===== config.mk =====
export PLATFORM = sky130hd
export DESIGN_NAME = tfmt_poll_engine
export DESIGN_NICKNAME = d
export VERILOG_FILES = /design/src/rtl/tfmt_pkg.sv /design/src/rtl/tfmt_frame_rx.sv /design/src/rtl/tfmt_poll_engine.sv
export SDC_FILE = /design/constraint.sdc
export NUM_CORES = 1
export LEC_CHECK = 0
export ABC_CLOCK_PERIOD_IN_PS = 5700
export CORE_ASPECT_RATIO = 0.5
export CORE_MARGIN = 4
export CORE_UTILIZATION = 58
export CTS_BUF_LIST = sky130_fd_sc_hd__clkbuf_8
export DETAILED_ROUTE_END_ITERATION = 10
export PLACE_DENSITY = 0.8
export SYNTH_ARGS = -nofsm -noshare
export SYNTH_HDL_FRONTEND = slang
export SYNTH_SLANG_ARGS = --single-unit

===== constraint.sdc =====
create_clock -name clk -period 5.7 [get_ports clk]
set_clock_uncertainty 0.05 [all_clocks]
set_input_delay 1.14 -clock clk [delete_from_list [all_inputs] [get_ports clk]]
set_output_delay 1.14 -clock clk [all_outputs]
set_load 0.02 [all_outputs]

===== src/rtl/tfmt_pkg.sv =====
// rtl/tfmt_pkg.sv - T-format request map, frame layout offsets and poll FSM states
package tfmt_pkg;

  typedef enum logic [2:0] {
    ST_IDLE,
    ST_SEND,
    ST_TXWAIT,
    ST_RECV,
    ST_CHECK
  } state_t;

  localparam int MAX_FRAME = 11;

  localparam logic [7:0] CF_ID0 = 8'h02;
  localparam logic [7:0] CF_ID1 = 8'h8A;
  localparam logic [7:0] CF_ID2 = 8'h92;
  localparam logic [7:0] CF_ID3 = 8'h1A;

  localparam logic [3:0] LEN_SHORT = 4'd4;
  localparam logic [3:0] LEN_MID   = 4'd6;
  localparam logic [3:0] LEN_LONG  = 4'd11;

  // Byte offsets within a frame; byte 0 is always CF, the last byte is CRC.
  localparam int OFS_SF         = 1;
  localparam int OFS_ABS0       = 2;
  localparam int OFS_ABS1       = 3;
  localparam int OFS_ABS2       = 4;
  localparam int OFS_ENID_SHORT = 2;
  localparam int OFS_ENID_LONG  = 5;
  localparam int OFS_ABM0       = 6;
  localparam int OFS_ABM1       = 7;
  localparam int OFS_ABM2       = 8;
  localparam int OFS_ALMC       = 9;

  function automatic logic [7:0] cf_of(input logic [1:0] id);
    case (id)
      2'd0:    cf_of = CF_ID0;
      2'd1:    cf_of = CF_ID1;
      2'd2:    cf_of = CF_ID2;
      default: cf_of = CF_ID3;
    endcase
  endfunction

  function automatic logic [3:0] len_of(input logic [1:0] id);
    case (id)
      2'd0, 2'd1: len_of = LEN_MID;
      2'd2:       len_of = LEN_SHORT;
      default:    len_of = LEN_LONG;
    endcase
  endfunction

endpackage


===== src/rtl/tfmt_frame_rx.sv =====
// rtl/tfmt_frame_rx.sv - reply collector: byte index, frame buffer, running XOR and idle timer
module tfmt_frame_rx
  import tfmt_pkg::*;
#(
  parameter int TIMEOUT_CYCLES = 3000
) (
  input  logic                        clk,
  input  logic                        rst_n,
  input  logic                        clear,
  input  logic                        reload,
  input  logic                        run,
  input  logic                        accept,
  input  logic [3:0]                  frame_len,
  input  logic [7:0]                  cf,
  input  logic [7:0]                  rx_data,
  input  logic                        rx_done,
  output logic [MAX_FRAME-2:1][7:0]   body,
  output logic                        frame_done,
  output logic                        expired,
  output logic                        crc_ok,
  output logic                        cf_ok
);

  localparam int TW = $clog2(TIMEOUT_CYCLES + 1);

  logic [MAX_FRAME-2:0][7:0] bytes_q;
  logic [3:0]                idx;
  logic [7:0]                run_xor;
  logic [7:0]                last_byte;
  logic [TW-1:0]             timer;
  logic                      take;

  assign take       = accept && rx_done;
  assign frame_done = take && (idx == frame_len - 4'd1);
  // A byte arriving on the expiry cycle still counts as on time.
  assign expired    = run && !take && (timer == TW'(TIMEOUT_CYCLES - 1));
  assign crc_ok     = (last_byte == run_xor);
  assign cf_ok      = (bytes_q[0] == cf);
  assign body       = bytes_q[MAX_FRAME-2:1];

  always_ff @(posedge clk or negedge rst_n) begin
    if (!rst_n) begin
      bytes_q   <= '0;
      idx       <= '0;
      run_xor   <= '0;
      last_byte <= '0;
      timer     <= '0;
    end else if (clear) begin
      idx     <= '0;
      run_xor <= '0;
      timer   <= '0;
    end else if (take) begin
      if (frame_done) begin
        last_byte <= rx_data;
      end else begin
        bytes_q[idx] <= rx_data;
        run_xor      <= run_xor ^ rx_data;
      end
      idx   <= idx + 4'd1;
      timer <= '0;
    end else if (reload) begin
      timer <= '0;
    end else if (run && timer != TW'(TIMEOUT_CYCLES - 1)) begin
      timer <= timer + TW'(1);
    end
  end

endmodule


===== src/rtl/tfmt_poll_engine.sv =====
// rtl/tfmt_poll_engine.sv - T-format encoder polling engine: request, collect, check, retry, publish
module tfmt_poll_engine
  import tfmt_pkg::*;
#(
  parameter int POLL_CYCLES    = 5000,
  parameter int TIMEOUT_CYCLES = 3000,
  parameter int MAX_RETRY      = 2,
  parameter int ANGLE_W        = 24,
  parameter int ERRCNT_W       = 16
) (
  input  logic                clk,
  input  logic                rst_n,
  input  logic                start,
  input  logic                auto_en,
  input  logic [1:0]          cmd_id,
  output logic [7:0]          tx_data,
  output logic                tx_en,
  input  logic                tx_busy,
  input  logic [7:0]          rx_data,
  input  logic                rx_done,
  output logic [ANGLE_W-1:0]  angle_out,
  output logic [23:0]         turn_out,
  output logic [7:0]          enid_out,
  output logic [7:0]          almc_out,
  output logic [7:0]          sf_out,
  output logic                data_valid,
  output logic                crc_err,
  output logic                timeout_err,
  output logic                busy,
  output logic [ERRCNT_W-1:0] err_cnt
);

  localparam int PW = $clog2(POLL_CYCLES + 1);

  state_t                   state, state_nx;
  logic [PW-1:0]            poll_cnt;
  logic                     tick, trigger;
  logic [1:0]               cmd_lat;
  logic [7:0]               cf_lat;
  logic [3:0]               len_lat;
  logic [2:0]               retry;
  logic                     seen_busy;
  logic                     tx_done, good, bad, fail, give_up;
  logic                     frame_done, expired, crc_ok, cf_ok;
  logic [MAX_FRAME-2:1][7:0] body;
  logic [23:0]              abs_full;

  assign tick     = auto_en && (poll_cnt == PW'(POLL_CYCLES - 1));
  assign trigger  = (state == ST_IDLE) && (start || tick);
  assign cf_lat   = cf_of(cmd_lat);
  assign len_lat  = len_of(cmd_lat);
  assign abs_full = {body[OFS_ABS2], body[OFS_ABS1], body[OFS_ABS0]};

  assign tx_en   = (state == ST_SEND);
  assign tx_data = (state == ST_SEND) ? cf_lat : 8'h00;
  assign busy    = (state != ST_IDLE);

  tfmt_frame_rx #(
    .TIMEOUT_CYCLES(TIMEOUT_CYCLES)
  ) u_frame_rx (
    .clk       (clk),
    .rst_n     (rst_n),
    .clear     (state == ST_SEND),
    .reload    (tx_done),
    .run       ((state == ST_TXWAIT) || (state == ST_RECV)),
    .accept    (state == ST_RECV),
    .frame_len (len_lat),
    .cf        (cf_lat),
    .rx_data   (rx_data),
    .rx_done   (rx_done),
    .body      (body),
    .frame_done(frame_done),
    .expired   (expired),
    .crc_ok    (crc_ok),
    .cf_ok     (cf_ok)
  );

  always_ff @(posedge clk or negedge rst_n) begin
    if (!rst_n) state <= ST_IDLE;
    else        state <= state_nx;
  end

  always_comb begin
    state_nx = state;
    tx_done  = 1'b0;
    good     = 1'b0;
    bad      = 1'b0;
    fail     = 1'b0;
    case (state)
      ST_IDLE:   if (trigger) state_nx = ST_SEND;
      ST_SEND:   state_nx = ST_TXWAIT;
      ST_TXWAIT: begin
        if (expired) begin
          fail = 1'b1;
        end else if (seen_busy && !tx_busy) begin
          tx_done  = 1'b1;
          state_nx = ST_RECV;
        end
      end
      ST_RECV: begin
        if (frame_done)   state_nx = ST_CHECK;
        else if (expired) fail = 1'b1;
      end
      ST_CHECK: begin
        if (cf_ok && crc_ok) begin
          good     = 1'b1;
          state_nx = ST_IDLE;
        end else begin
          bad  = 1'b1;
          fail = 1'b1;
        end
      end
      default: state_nx = ST_IDLE;
    endcase
    give_up = fail && (retry >= 3'(MAX_RETRY));
    if (fail) state_nx = give_up ? ST_IDLE : ST_SEND;
  end

  // Free-running poll counter; a tick landing while busy is simply lost.
  always_ff @(posedge clk or negedge rst_n) begin
    if (!rst_n)                  poll_cnt <= '0;
    else if (!auto_en || tick)   poll_cnt <= '0;
    else                         poll_cnt <= poll_cnt + PW'(1);
  end

  always_ff @(posedge clk or negedge rst_n) begin
    if (!rst_n) begin
      cmd_lat   <= '0;
      retry     <= '0;
      seen_busy <= 1'b0;
    end else begin
      if (trigger) begin
        cmd_lat <= cmd_id;
        retry   <= '0;
      end else if (fail) begin
        retry <= give_up ? 3'd0 : retry + 3'd1;
      end else if (good) begin
        retry <= '0;
      end
      if (state == ST_SEND)                    seen_busy <= 1'b0;
      else if (state == ST_TXWAIT && tx_busy)  seen_busy <= 1'b1;
    end
  end

  always_ff @(posedge clk or negedge rst_n) begin
    if (!rst_n) begin
      angle_out   <= '0;
      turn_out    <= '0;
      enid_out    <= '0;
      almc_out    <= '0;
      sf_out      <= '0;
      data_valid  <= 1'b0;
      crc_err     <= 1'b0;
      timeout_err <= 1'b0;
      err_cnt     <= '0;
    end else begin
      data_valid  <= good;
      crc_err     <= bad;
      timeout_err <= give_up;
      if (give_up && err_cnt != '1) err_cnt <= err_cnt + ERRCNT_W'(1);
      if (good) begin
        sf_out <= body[OFS_SF];
        if (len_lat == LEN_SHORT) begin
          enid_out <= body[OFS_ENID_SHORT];
        end else begin
          angle_out <= abs_full[ANGLE_W-1:0];
          if (len_lat == LEN_LONG) begin
            enid_out <= body[OFS_ENID_LONG];
            turn_out <= {body[OFS_ABM2], body[OFS_ABM1], body[OFS_ABM0]};
            almc_out <= body[OFS_ALMC];
          end
        end
      end
    end
  end

endmodule


==> out/results.tsv <==
stage	metric	value	unit
global_route	Overflow after GRT	0	
global_route	pin count of the biggest net entering global routing	132	
worst_setup_path	Req. time, crit path	4.51	ns
logic_synthesis	Commonest cells post-synth	225 x dfrtp_1, 141 x mux2_2, 48 x nor2_1	
placement	I/O Buffers	112	
detailed_routing	vias	6204	
clock_tree	hold_buf cts	0	
worst_setup_path	crit-path max FO	11	
timing	worst slew pin tran	1.271	ns
cells_and_area	layout overhead on the synthesized area	20.55	%
logic_synthesis	number of synthesized flops with an enable pin	0	
detailed_routing	met1 WL	9514	µm
power_and_ir_drop	pwr dens	392.1	nW/µm²
global_route	first-pass GRT wire length	33060	µm
worst_setup_path	r2r worst-path depth	9	
clock_tree	CTS Buffer Depth	3	
floorplanning	chip width	191.5	µm
hold_path	min-delay src	poll_cnt[0]$_DFF_PN0_	
cells_and_area	Finished Core Util	71.65	%
floorplanning	die area	19110	µm²
timing	Max Slew Vio Count	0	
global_route	gr usage total	21.53	%
clock_tree	clock-pin slew on the worst setup and hold paths	0.07	ns
clock_tree	CTS buffer count	30	
timing	min Tclk post-route	3.919	ns
cells_and_area	ANT cells	0	
floorplanning	FP Rows	33	
detailed_routing	highest routing layer actually used	met4	
worst_setup_path	reg2reg setup slack	1.98	ns
floorplanning	initial core utilization	59.43	%
timing	period utilization	68.76	%
timing	slew margin rel.	14.39	%
floorplanning	die height	99.76	µm
logic_synthesis	Yosys Warn Count	0	
timing	f_max	0.2552	GHz
clock_tree	Post CTS Setup Buffer Count	0	
hold_path	worst min path class	reg2reg	
logic_synthesis	Seq cells post-synth	225	
logic_synthesis	post-synthesis sequential area ratio	57.65	%
logic_synthesis	cell taking the most area after synthesis	dfrtp_1	
global_route	initial antenna violation count	0	
logic_synthesis	synthesized area per cell	13.11	µm²
worst_setup_path	Setup Crit Path Kind	reg2out	
floorplanning	Core Box Area	16430	µm²
detailed_routing	routed vias/inst	5.569	
floorplanning	io pins	117	
detailed_routing	DR pass1 iterations	5	
clock_tree	CTS HTree Levels	1	
cells_and_area	share of cells above drive strength 1	26.61	%
logic_synthesis	main area contributors after synthesis	dfrtp_1 58%, mux2_2 16%, mux2_4 4.6%	
outcome	status	completed	
detailed_routing	Routed Antenna Nets	0	
hold_path	Worst Hold Depth	1	
placement	DP HPWL	13460	µm
worst_setup_path	Arr. time, crit path	2.73	ns
logic_synthesis	Distinct cells, synth	56	
clock_tree	root buf cell	clkbuf_8	
job	Max-cap violations	0	
clock_tree	clk sink count	225	
worst_setup_path	Worst R2R End	turn_out[22]$_DFFE_PN0P_	
cells_and_area	final net count	894	
hold_path	worst hold path endpoint	poll_cnt[0]$_DFF_PN0_	
logic_synthesis	Post-synth ARST share	100.0	%
detailed_routing	drt total wl	20430	µm
timing	setup violators final	0	
logic_synthesis	Main synth FF type	dfrtp_1	
logic_synthesis	post-synth top area share	57.65	%
detailed_routing	DRC	0	
detailed_routing	DR WL/cell	18.34	µm
global_route	number of global-route vias before repair	6360	
clock_tree	post-CTS resize count	0	
clock_tree	Skew-Pair Late Insertion Delay	0.56	ns
worst_setup_path	Worst setup SP type	flop	
logic_synthesis	mapped cell area	9767	µm²
timing	Final TNS setup	0	ns
detailed_routing	met3 wire length	1019	µm
timing	RSZ-0062 raised after global routing	false	
detailed_routing	First DRT Iteration DRCs	351	
timing	Hold Fails Final Rpt	0	
logic_synthesis	Mapped Cells	745	
detailed_routing	met2 wire length	9608	µm
placement	routability cong.	0.8651	
clock_tree	TritonCTS clock tree	built	
power_and_ir_drop	peak supply drop	0.1910	mV
worst_setup_path	Critical Path Sink Type	output port	
worst_setup_path	Reg-to-Reg Start	cmd_lat[0]$_DFFE_PN0P_	
power_and_ir_drop	leakage power	5.572	nW
logic_synthesis	most frequent cell after synthesis	dfrtp_1	
-- final cells by class --
type,count,area (µm²)
flip-flops and latches,225,5630
repair buffers,116,1156
clock inverters,17,214.0
inverters,18,67.56
well taps,227,284.0
fillers,1149,4659
clock buffers,37,509.2
multi-input cells,474,3913
-- state kept, by name (all words and copies together) (netlist names), 3 cells and up --
signal,count
u_frame_rx.bytes_q,8
angle_out,24
u_frame_rx.last_byte,8
almc_out,8
state,3
err_cnt,16
enid_out,8
u_frame_rx.idx,4
retry,3
poll_cnt,13
u_frame_rx.body,72
u_frame_rx.run_xor,8
sf_out,8
turn_out,24
u_frame_rx.timer,12
-- cell families (layout without fill, tap and decap cells) --
kind of cell | after synthesis | after routing | share of synthesized area (%)
adders and majority gates | 13 | 13 | 1.665
other | 1 | 4 | 0.03840
muxes | 172 | 172 | 20.98
DFF | 225 | 225 | 57.65
AOI/OAI and AO/OA | 58 | 58 | 3.754
buffers and inverters | 49 | 188 | 2.408
xor gates and xnor gates | 43 | 43 | 3.856
and+or+nand+nor | 184 | 184 | 9.646
-- layout by cell type, fill, tap and decap left out, types with 3 or more instances in the layout --
cell type,netlist,layout
dfrtp_1,225,225
mux2_2,141,141
clkdlybuf4s50_1,0,111
nor2_1,48,48
nand2_1,45,45
clkbuf_8,0,37
xor2_1,32,32
o21ai_0,31,31
mux2_4,30,30
inv_1,18,22
nand3_1,21,21
nor3_1,18,18
ha_1,13,13
xnor2_1,11,11
nor4_1,7,7
or3_1,7,7
and2_1,5,5
a21oi_1,5,5
nand4_1,5,5
and3_1,5,5
o21a_1,5,5
bufinv_16,0,5
clkinv_2,0,5
conb_1,1,4
buf_4,5,4
nor3b_1,3,3
-- worst max-delay path by stage --
| stage | from | end | slack [ns] | cells past startpoint |
|---|---|---|---|---|
| 5_1_grt | state[2]$_DFFE_PN0P_ | tx_data[4] | 1.64 | 4 |
| 6_report | state[2]$_DFFE_PN0P_ | tx_data[4] | 1.78 | 4 |
| 2_1_floorplan | cmd_lat[0]$_DFFE_PN0P_ | u_frame_rx.body[23]$_DFFE_PN0P_ | 2.83 | 11 |
| 4_1_cts | state[2]$_DFFE_PN0P_ | tx_data[4] | 1.78 | 4 |
| 3_5_place_dp | rx_done | u_frame_rx.body[23]$_DFFE_PN0P_ | 1.81 | 7 |
| 3_3_place_gp | rx_done | u_frame_rx.body[23]$_DFFE_PN0P_ | 1.89 | 7 |
-- per-stage QoR --
step	std cells	total power [mW]	worst slack [ns]	hold WS (ns)	instance area, µm²
4_1_cts	1114	4.644	1.784	0.4370	11770
2_1_floorplan	748	2.912	2.833	0.3979	9778
3_3_place_gp	1060	3.139	1.894	0.4165	11050
3_5_place_dp	1060	3.201	1.813	0.4285	11050
5_1_grt	1114	4.871	1.644	0.4656	11770
6_report	1114	4.617	1.781	0.4342	11770
-- power by group --
group          total [mW]  switching (mW)  internal, mW  leakage, nW
combinational       0.973           0.472         0.501         2.21
clock                1.42           0.603         0.818        0.382
sequential           2.22           0.273          1.95         2.98
total                4.62            1.35          3.27         5.57
-- critical path, stage by stage (launching register included) --
cell             delay, ns
dfrtp_1               0.50
nand2b_1              0.23
nor2_1                0.62
o21a_1                0.22
clkdlybuf4s50_1       0.60
-- routing by layer --
metal  vias up  GRT usage [%]
met1      3172          30.76
met5         -              0
met4         0          4.026
met2       165          35.38
li1       2836              -
met3        31          3.997
(Power assumes the default switching activity.)
==> variant, RTL diff (same settings) <==
Set the package constant `LEN_LONG` to 4'd10 (it was 4'd11).
--- a/src/rtl/tfmt_pkg.sv
+++ b/src/rtl/tfmt_pkg.sv
@@ -20,3 +20,3 @@
   localparam logic [3:0] LEN_MID   = 4'd6;
-  localparam logic [3:0] LEN_LONG  = 4'd11;
+  localparam logic [3:0] LEN_LONG  = 4'd10;
 
Function: same outputs for any inputs over 10 cycles, from zero or initial values and one cycle with rst_n low; that may be too few to reach the edited logic, so the function may still have changed.
==> variant against the unedited design <==
Power is 1.2% lower. Cell area down 0.62%. Non-clock buffer count unchanged. Utilization decreased by 0.26 points. Worst setup slack lost 58 ps. Sequential cell count unchanged. Synthesized area is 0.45% lower. Highest routed layer unchanged. Largest cell class unchanged. Fmax down 1.5%. Synthesized cell count is 1.3% higher. Count of clock-buffer cells in the layout unchanged. Routed wire length increased by 2.7%.
==> variant: results (changes against the unedited design) <==
stage;metric;value;unit;change
routing;drt pass-1 iters;4;;was 5
finish;NonClk Buf Share;9.99;%;was 9.82%
worst_hold_path;Hold Crit Start;sf_out[7];;was poll_cnt[0]
synthesis;sequential share of the synthesized area;57.9;%;was 57.6%
timing;WHS;420;ps;was 434 ps
grt;All-Layer GR Usage;22.8;%;was 21.5%
synthesis;post-synthesis cell type count;50;;was 56
power_and_ir_drop;peak supply drop;0.226;mV;was 0.191 mV
finish;nonclk inv count;9;;was 18
setup_path;reg2reg end;turn_out[4];;was turn_out[22]
grt;largest net degree at the start of global routing;114;;was 132
routing;vias after detailed routing;6272;;was 6204
grt;first-pass GRT wire length;34800;um;was 33100 um
setup_path;reg2reg setup slack;2360;ps;was 1980 ps
synthesis;most frequent cells after synthesis;225 x dfrtp_1, 116 x mux2_2, 59 x nand2_1;;was 225 x dfrtp_1, 141 x mux2_2, 48 x nor2_1
power_and_ir_drop;Cell Int Power;3.16;mW;was 3.27 mW
routing;Detail Route met2 WL;9640;um;was 9610 um
finish;clock network area share;5.98;%;was 6.14%
setup_path;slowest stage delay, CP;660;ps;was 620 ps
placement;placed insts;1068;;was 1060
finish;footprint of the multi-input gates;3880;sq um;was 3910 sq um
finish;NumNets Final;903;;was 894
grt;met1 usage;32.7;%;was 30.8%
placement;dpl ws;2250;ps;was 1810 ps
finish;Finished Core Util;71.4;%;was 71.6%
power_and_ir_drop;clock network power;1.36;mW;was 1.42 mW
routing;wire per inst;18.7;um;was 18.3 um
synthesis;ranking of synthesized cells by area;dfrtp_1 58%, mux2_2 13%, mux2_4 4.6%, xor2_1 3.4%, nand2_1 2.3%;;was dfrtp_1 58%, mux2_2 16%, mux2_4 4.6%, xor2_1 2.9%, nor2_1 1.8%
placement;area post-placement;11000;sq um;was 11100 sq um
synthesis;Syn Area/Cell;12.9;sq um;was 13.1 sq um
status;status;completed;;unchanged
timing;relative slew slack;22.0;%;was 14.4%
finish;share of layout cells above drive strength 1;23.9;%;was 26.6%
finish;multi-input gate count;491;;was 474
==> variant: critical path, delay by kind of cell (launching register included) <==
family,cells,cell delay (ps)
and+or+nand+nor,2,900
buffers and inverters,1,650
DFF,1,460
AOI/OAI and AO/OA,1,240
==> variant: cell families after synthesis <==
group | share of synthesized area [%]
flip-flops | 57.9
AND/OR/NAND/NOR | 11.0
multiplexers | 18.2
AO/OA/AOI/OAI | 3.99
XOR/XNOR | 4.86
buffers and inverters | 2.25
adder cells (fa/ha/maj) | 1.80
other | 0.0386
==> variant: worst max path at each step <==
stage             start                   to  slack, ps
2_1_floorplan  state[2]           tx_data[3]       2890
3_3_place_gp    rx_done  u_frame_rx.body[44]       2280
3_5_place_dp    rx_done  u_frame_rx.body[43]       2250
4_1_cts        state[2]           tx_data[4]       1700
5_1_grt        state[2]           tx_data[4]       1570
6_report       state[2]           tx_data[4]       1720
